File: src/rtl/layer_sched.sv
// layer_sched
//   Sequences the conv/pool engine through one full layer. Each channel group
//   is run by holding engine_valid until the engine pulses group_done; the
//   scheduler then advances its input-channel / output-row / output-channel
//   counters (mirroring the engine's own) and pulses done after the last group.
//   A watchdog flags a stalled engine, and abort cancels the layer from any
//   active state.
//
// Parameters
//   BURST_LEN : channels per group (cur_ic step; cur_oc step for pooling ops)
//   TIMEOUT   : RUN cycles allowed without group_done before a timeout error
//
// Ports
//   clk, rst      : clock, synchronous active-high reset
//   start         : one-cycle layer start request (accepted only in IDLE)
//   abort         : cancel current layer, return to IDLE
//   op_type       : 1 CONV, 2 MPOOL, 3 APOOL (latched on accepted start)
//   i_channel     : input channel count  (latched on accepted start)
//   o_channel     : output channel count (latched on accepted start)
//   o_side        : output rows per channel (latched on accepted start)
//   group_done    : engine pulse, current channel group finished
//   engine_valid  : run command to the engine, high throughout RUN
//   busy          : high in any state other than IDLE
//   done          : one-cycle pulse at layer completion
//   err, err_code : sticky error flag and code (1 bad config, 2 timeout)
//   cur_ic, cur_row, cur_oc : current group position
module layer_sched #(
  parameter int BURST_LEN = 8,
  parameter int TIMEOUT   = 65535
) (
  input  logic        clk,
  input  logic        rst,
  input  logic        start,
  input  logic        abort,
  input  logic [2:0]  op_type,
  input  logic [15:0] i_channel,
  input  logic [15:0] o_channel,
  input  logic [7:0]  o_side,
  input  logic        group_done,
  output logic        engine_valid,
  output logic        busy,
  output logic        done,
  output logic        err,
  output logic [1:0]  err_code,
  output logic [15:0] cur_ic,
  output logic [7:0]  cur_row,
  output logic [15:0] cur_oc
);

  typedef enum logic [2:0] {
    IDLE,
    RUN,
    NEXT,
    GAP,
    DONE,
    ERR
  } state_t;

  state_t      state;
  logic [2:0]  cfg_op;
  logic [15:0] cfg_ic;
  logic [15:0] cfg_oc;
  logic [7:0]  cfg_side;
  logic [31:0] wdog;

  logic        bad_cfg;
  logic [16:0] ic_sum;
  logic [16:0] oc_sum;
  logic [8:0]  row_sum;
  logic        ic_more;
  logic        row_more;
  logic        oc_end;

  // 17-bit sums keep the channel comparisons free of wrap-around.
  always_comb begin
    bad_cfg  = (op_type == 3'd0) || (op_type > 3'd3) ||
               (i_channel == '0) || (o_side == '0) || (o_channel == '0);
    ic_sum   = {1'b0, cur_ic} + 17'(BURST_LEN);
    oc_sum   = {1'b0, cur_oc} + ((cfg_op == 3'd1) ? 17'd1 : 17'(BURST_LEN));
    row_sum  = {1'b0, cur_row} + 9'd1;
    ic_more  = ic_sum < {1'b0, cfg_ic};
    row_more = row_sum < {1'b0, cfg_side};
    oc_end   = oc_sum >= {1'b0, cfg_oc};
  end

  // Outputs are registered: each transition sets the output values that
  // belong to the state being entered.
  always_ff @(posedge clk) begin
    if (rst) begin
      state        <= IDLE;
      cfg_op       <= '0;
      cfg_ic       <= '0;
      cfg_oc       <= '0;
      cfg_side     <= '0;
      wdog         <= '0;
      engine_valid <= 1'b0;
      busy         <= 1'b0;
      done         <= 1'b0;
      err          <= 1'b0;
      err_code     <= '0;
      cur_ic       <= '0;
      cur_row      <= '0;
      cur_oc       <= '0;
    end else begin
      done <= 1'b0;
      if (abort && (state != IDLE)) begin
        // Abort outranks group_done and the watchdog; counters hold.
        state        <= IDLE;
        engine_valid <= 1'b0;
        busy         <= 1'b0;
        err          <= 1'b0;
        err_code     <= '0;
      end else begin
        case (state)
          IDLE: begin
            if (start) begin
              cfg_op   <= op_type;
              cfg_ic   <= i_channel;
              cfg_oc   <= o_channel;
              cfg_side <= o_side;
              cur_ic   <= '0;
              cur_row  <= '0;
              cur_oc   <= '0;
              wdog     <= '0;
              busy     <= 1'b1;
              if (bad_cfg) begin
                state    <= ERR;
                err      <= 1'b1;
                err_code <= 2'd1;
              end else begin
                state        <= RUN;
                engine_valid <= 1'b1;
              end
            end
          end
          RUN: begin
            // group_done on the expiry cycle still counts as success.
            if (group_done) begin
              state        <= NEXT;
              engine_valid <= 1'b0;
            end else if (wdog == 32'(TIMEOUT - 1)) begin
              state        <= ERR;
              engine_valid <= 1'b0;
              err          <= 1'b1;
              err_code     <= 2'd2;
            end else begin
              wdog <= wdog + 32'd1;
            end
          end
          NEXT: begin
            if (ic_more) begin
              cur_ic <= ic_sum[15:0];
              state  <= GAP;
            end else begin
              cur_ic <= '0;
              if (row_more) begin
                cur_row <= row_sum[7:0];
                state   <= GAP;
              end else begin
                cur_row <= '0;
                cur_oc  <= oc_sum[15:0];
                if (oc_end) begin
                  state <= DONE;
                  done  <= 1'b1;
                end else begin
                  state <= GAP;
                end
              end
            end
          end
          GAP: begin
            state        <= RUN;
            engine_valid <= 1'b1;
            wdog         <= '0;
          end
          DONE: begin
            state <= IDLE;
            busy  <= 1'b0;
          end
          ERR: begin
            // Holds until abort or rst.
            state <= ERR;
          end
          default: begin
            state        <= IDLE;
            engine_valid <= 1'b0;
            busy         <= 1'b0;
          end
        endcase
      end
    end
  end

endmodule

File: config.mk
export PLATFORM = sky130hd
export DESIGN_NAME = layer_sched
export DESIGN_NICKNAME = d
export VERILOG_FILES = /design/src/rtl/layer_sched.sv
export SDC_FILE = /design/constraint.sdc
export NUM_CORES = 1
export LEC_CHECK = 0
export CORE_ASPECT_RATIO = 0.6
export CORE_MARGIN = 4
export CORE_UTILIZATION = 55
export DETAILED_ROUTE_END_ITERATION = 6
export PLACE_DENSITY = 0.85
export SYNTH_ARGS = -nofsm -noshare
export SYNTH_HDL_FRONTEND = slang
export SYNTH_SLANG_ARGS = --single-unit
File: constraint.sdc
create_clock -name clk -period 6.09 [get_ports clk]
set_clock_uncertainty 0.2 [all_clocks]
set_input_delay 1.218 -clock clk [delete_from_list [all_inputs] [get_ports clk]]
set_output_delay 1.218 -clock clk [all_outputs]
set_load 0.02 [all_outputs]
==> results.toml <==
[clock_tree]
clockRootBuffer = "clkbuf_16"
path_clk_slew_ps = 60
clk_latency_ps = 410
htreeDepth = 4
ctsResizeCount = 0
cts_tree = "built"
ctsLongestPathBuffers = 2
holdBufCountCts = 0
post-cts-setup-buffer-count = 0
cts_sinks = 121
cts_inserted_buffers = 17

[setup_path]
startpoint_type = "register"
cp_cell_sequence = "ha_1 > and3_1 > nand4_1 > xnor2_1 > ha_1 > and2_1 > a221o_1 > a221o_1 > nor4_4 > or4b_1 > a31oi_1"
end_kind = "register"
cp-endpoint = "cur_ic[14]"
r2r-start = "cur_ic[3]"
rr_worst_depth = 11
crit_slowest_cell = "nor4_4"
max_stage_delay_ps = 700
r2r_setup_slack_ps = 1770
arrival_ps = 4450
required_ps = 6220
timing.critical_path.from = "cur_ic[3]"
crit_fanout = 16
critical_path_class = "reg -> reg"
r2r-end = "cur_ic[14]"

[placed_design]
dpl.hpwl_um = 13700
io_buffers = 90
gp_congestion = 0.910
dpl.cell_count = 1114

[power]
switchingPower_w = 0.000664
p_leak_nw = 3.27
power_frac_clock_pct = 47.3
power_frac_seq_pct = 35.9
p_sw_share_pct = 27.4
pwr-share-comb_pct = 16.8
p_per_area_nw_per_um2 = 280
max-vdd-ir-drop_v = 0.000193
internal_power_w = 0.00176

[yosys]
synth_top_cell_area_share_pct = 34.6
synth_warnings = 0
ys_seq_elements = 121
synthAdderAreaFrac_pct = 7.68
synthArstFlopShare_pct = 0
synthXorXnorAreaFrac_pct = 6.63
synth_top_family_by_area = "simple AND/OR/NAND/NOR gates"
synthMuxAreaShare_pct = 0.429
synthCells = 900
synth.avg_cell_area_um2 = 7.78
netlist.top_cell.by_area = "dfxtp_1"
yosys_most_used_dff = "dfxtp_1"
synth-simple-area-share_pct = 29.8
ys_types = 61
synth_edf_count = 0
synth_seq_area_share_pct = 34.6
synth_area_um2 = 7000
synthTopCellsByArea = "dfxtp_1, ha_1, nand2_1"
synth_compound_area_share_pct = 15.1

[drt]
num_vias = 6837
finalWirelength_um = 19700
drc = 0
vias_per_cell = 5.97
ant_nets = 0
drt-initial-drc-count = 825
drtPass1Iterations = 6
post_drt_wl_per_cell_um = 17.2

[cells_and_area]
n_antenna_cell = 0
layout_common_cells = "nand2_1, dfxtp_1, clkdlybuf4s50_1"
area_growth_pct = 23.3
final_common_cell = "nand2_1"
fin_nets = 1059
regArea_um2 = 2420
final.fill_count = 1008
layout-drive-gt1-share_pct = 5.61
multi_input_area_um2 = 4190
final_core_util_pct = 70.4
finalNonFillerCells = 1146

[floorplan]
rows = 31
io_pins = 94
die_x_um = 154
initial_utilization_pct = 57.1
die_y_um = 95.4
die_area_um2 = 14700
core-area_um2 = 12300

[timing]
rsz0062_at_grt = "false"
timing.setup.tns_ps = 0
finalCriticalPeriod_ps = 4320
max_freq_mhz = 231
max_slew_margin_pct = 33.0
final.period_utilization_pct = 71.0
slew_viol_final = 0
worst_pin_slew_ps = 1010
finalHoldViolations = 0
setup_viol = 0

[grt]
grt_remaining_overflow = 0
grt_pass1_vias = 6395
grt_pass1_wl_um = 32200
grt_use_total_pct = 26.9
grt_max_degree = 98
antenna_found_initial = 0

[hold_path]
hold_path_class = "reg -> reg"

[flow_run]
drv_cap = 0

[run_status]
outcome = "completed"
-- layer usage --
layer / GRT usage, % / wire length, um
met5: 0 / 0
met3: 5.49 / 1670
met2: 39.4 / 8140
met1: 39.8 / 9570
met4: 8.38 / 281
-- cell type report --
type | count | share of cell area, %
Clock buffer | 19 | 5.13
Clock inverter | 13 | 2.59
Inverter | 51 | 2.22
Multi-Input combinational cell | 679 | 48.5
Sequential cell | 121 | 28.1
Tap cell | 165 | 2.39
Timing Repair Buffer | 98 | 11.1
-- state kept, by name, indices dropped and copies added, names as in the netlist, 2 cells and up --
name      count
cfg_op        3
err_code      2
cfg_side      8
wdog         32
cur_row       8
cfg_ic       16
state         3
cfg_oc       16
cur_ic       13
cur_oc       16
-- power groups by stage --
| stage | clock (W) | combinational, W | sequential, W |
|---|---|---|---|
| floorplan | 0 | 0.000269 | 0.000878 |
| global placement | 0 | 0.000385 | 0.000883 |
| detailed placement | 0 | 0.000394 | 0.000884 |
| CTS | 0.00116 | 0.000400 | 0.000869 |
| global route | 0.00119 | 0.000447 | 0.000874 |
| finish | 0.00114 | 0.000406 | 0.000869 |
-- worst max-delay path: cells and delay by family (launching register included) --
kind	cells	cell delay, ps
AOI/OAI and AO/OA	3	950
xor gates and xnor gates	1	210
adders and majority gates	2	540
DFF	1	420
and+or+nand+nor	5	1900
-- cells by family after synthesis --
kind of cell | Yosys count
muxes | 3
xor gates and xnor gates | 53
DFF | 121
and+or+nand+nor | 408
other | 1
buffers and inverters | 102
adders and majority gates | 43
AOI/OAI and AO/OA | 169
-- how the worst min path moves through the flow --
stage	start	end	slack, ps	depth (start not counted)
finish	cfg_oc[15]	cfg_oc[15]	250	2
global route	cfg_oc[6]	cfg_oc[6]	270	2
CTS	cfg_oc[6]	cfg_oc[6]	260	2
detailed placement	cfg_oc[6]	cfg_oc[6]	250	2
global placement	cfg_side[2]	cfg_side[2]	240	2
floorplan	cfg_side[0]	cfg_side[0]	230	2
-- synth_stat cells, drive strengths merged (6+ instances only) --
| cell | n |
|---|---|
| a21o | 9 |
| a21oi | 83 |
| a31o | 6 |
| a31oi | 7 |
| and2 | 7 |
| and3 | 18 |
| and4 | 7 |
| buf | 10 |
| clkbuf | 41 |
| dfxtp | 121 |
| ha | 43 |
| inv | 51 |
| nand2 | 144 |
| nand2b | 16 |
| nand3 | 43 |
| nand3b | 8 |
| nand4 | 25 |
| nand4b | 9 |
| nor2 | 55 |
| nor3 | 18 |
| nor3b | 6 |
| nor4 | 27 |
| o21ai | 21 |
| o31ai | 6 |
| or3 | 8 |
| xnor2 | 21 |
| xor2 | 32 |
-- through the flow --
stage	setup WS [ps]	hold WS (ps)	power [W]	instance area (um^2)
after global placement	1990	243	0.00127	7970
final	1770	253	0.00242	8630
after CTS	1810	256	0.00242	8630
after floorplan	2360	232	0.00115	7010
after detailed placement	1840	248	0.00128	7970
after global routing	1540	269	0.00251	8630
(Power assumes the default switching activity.)
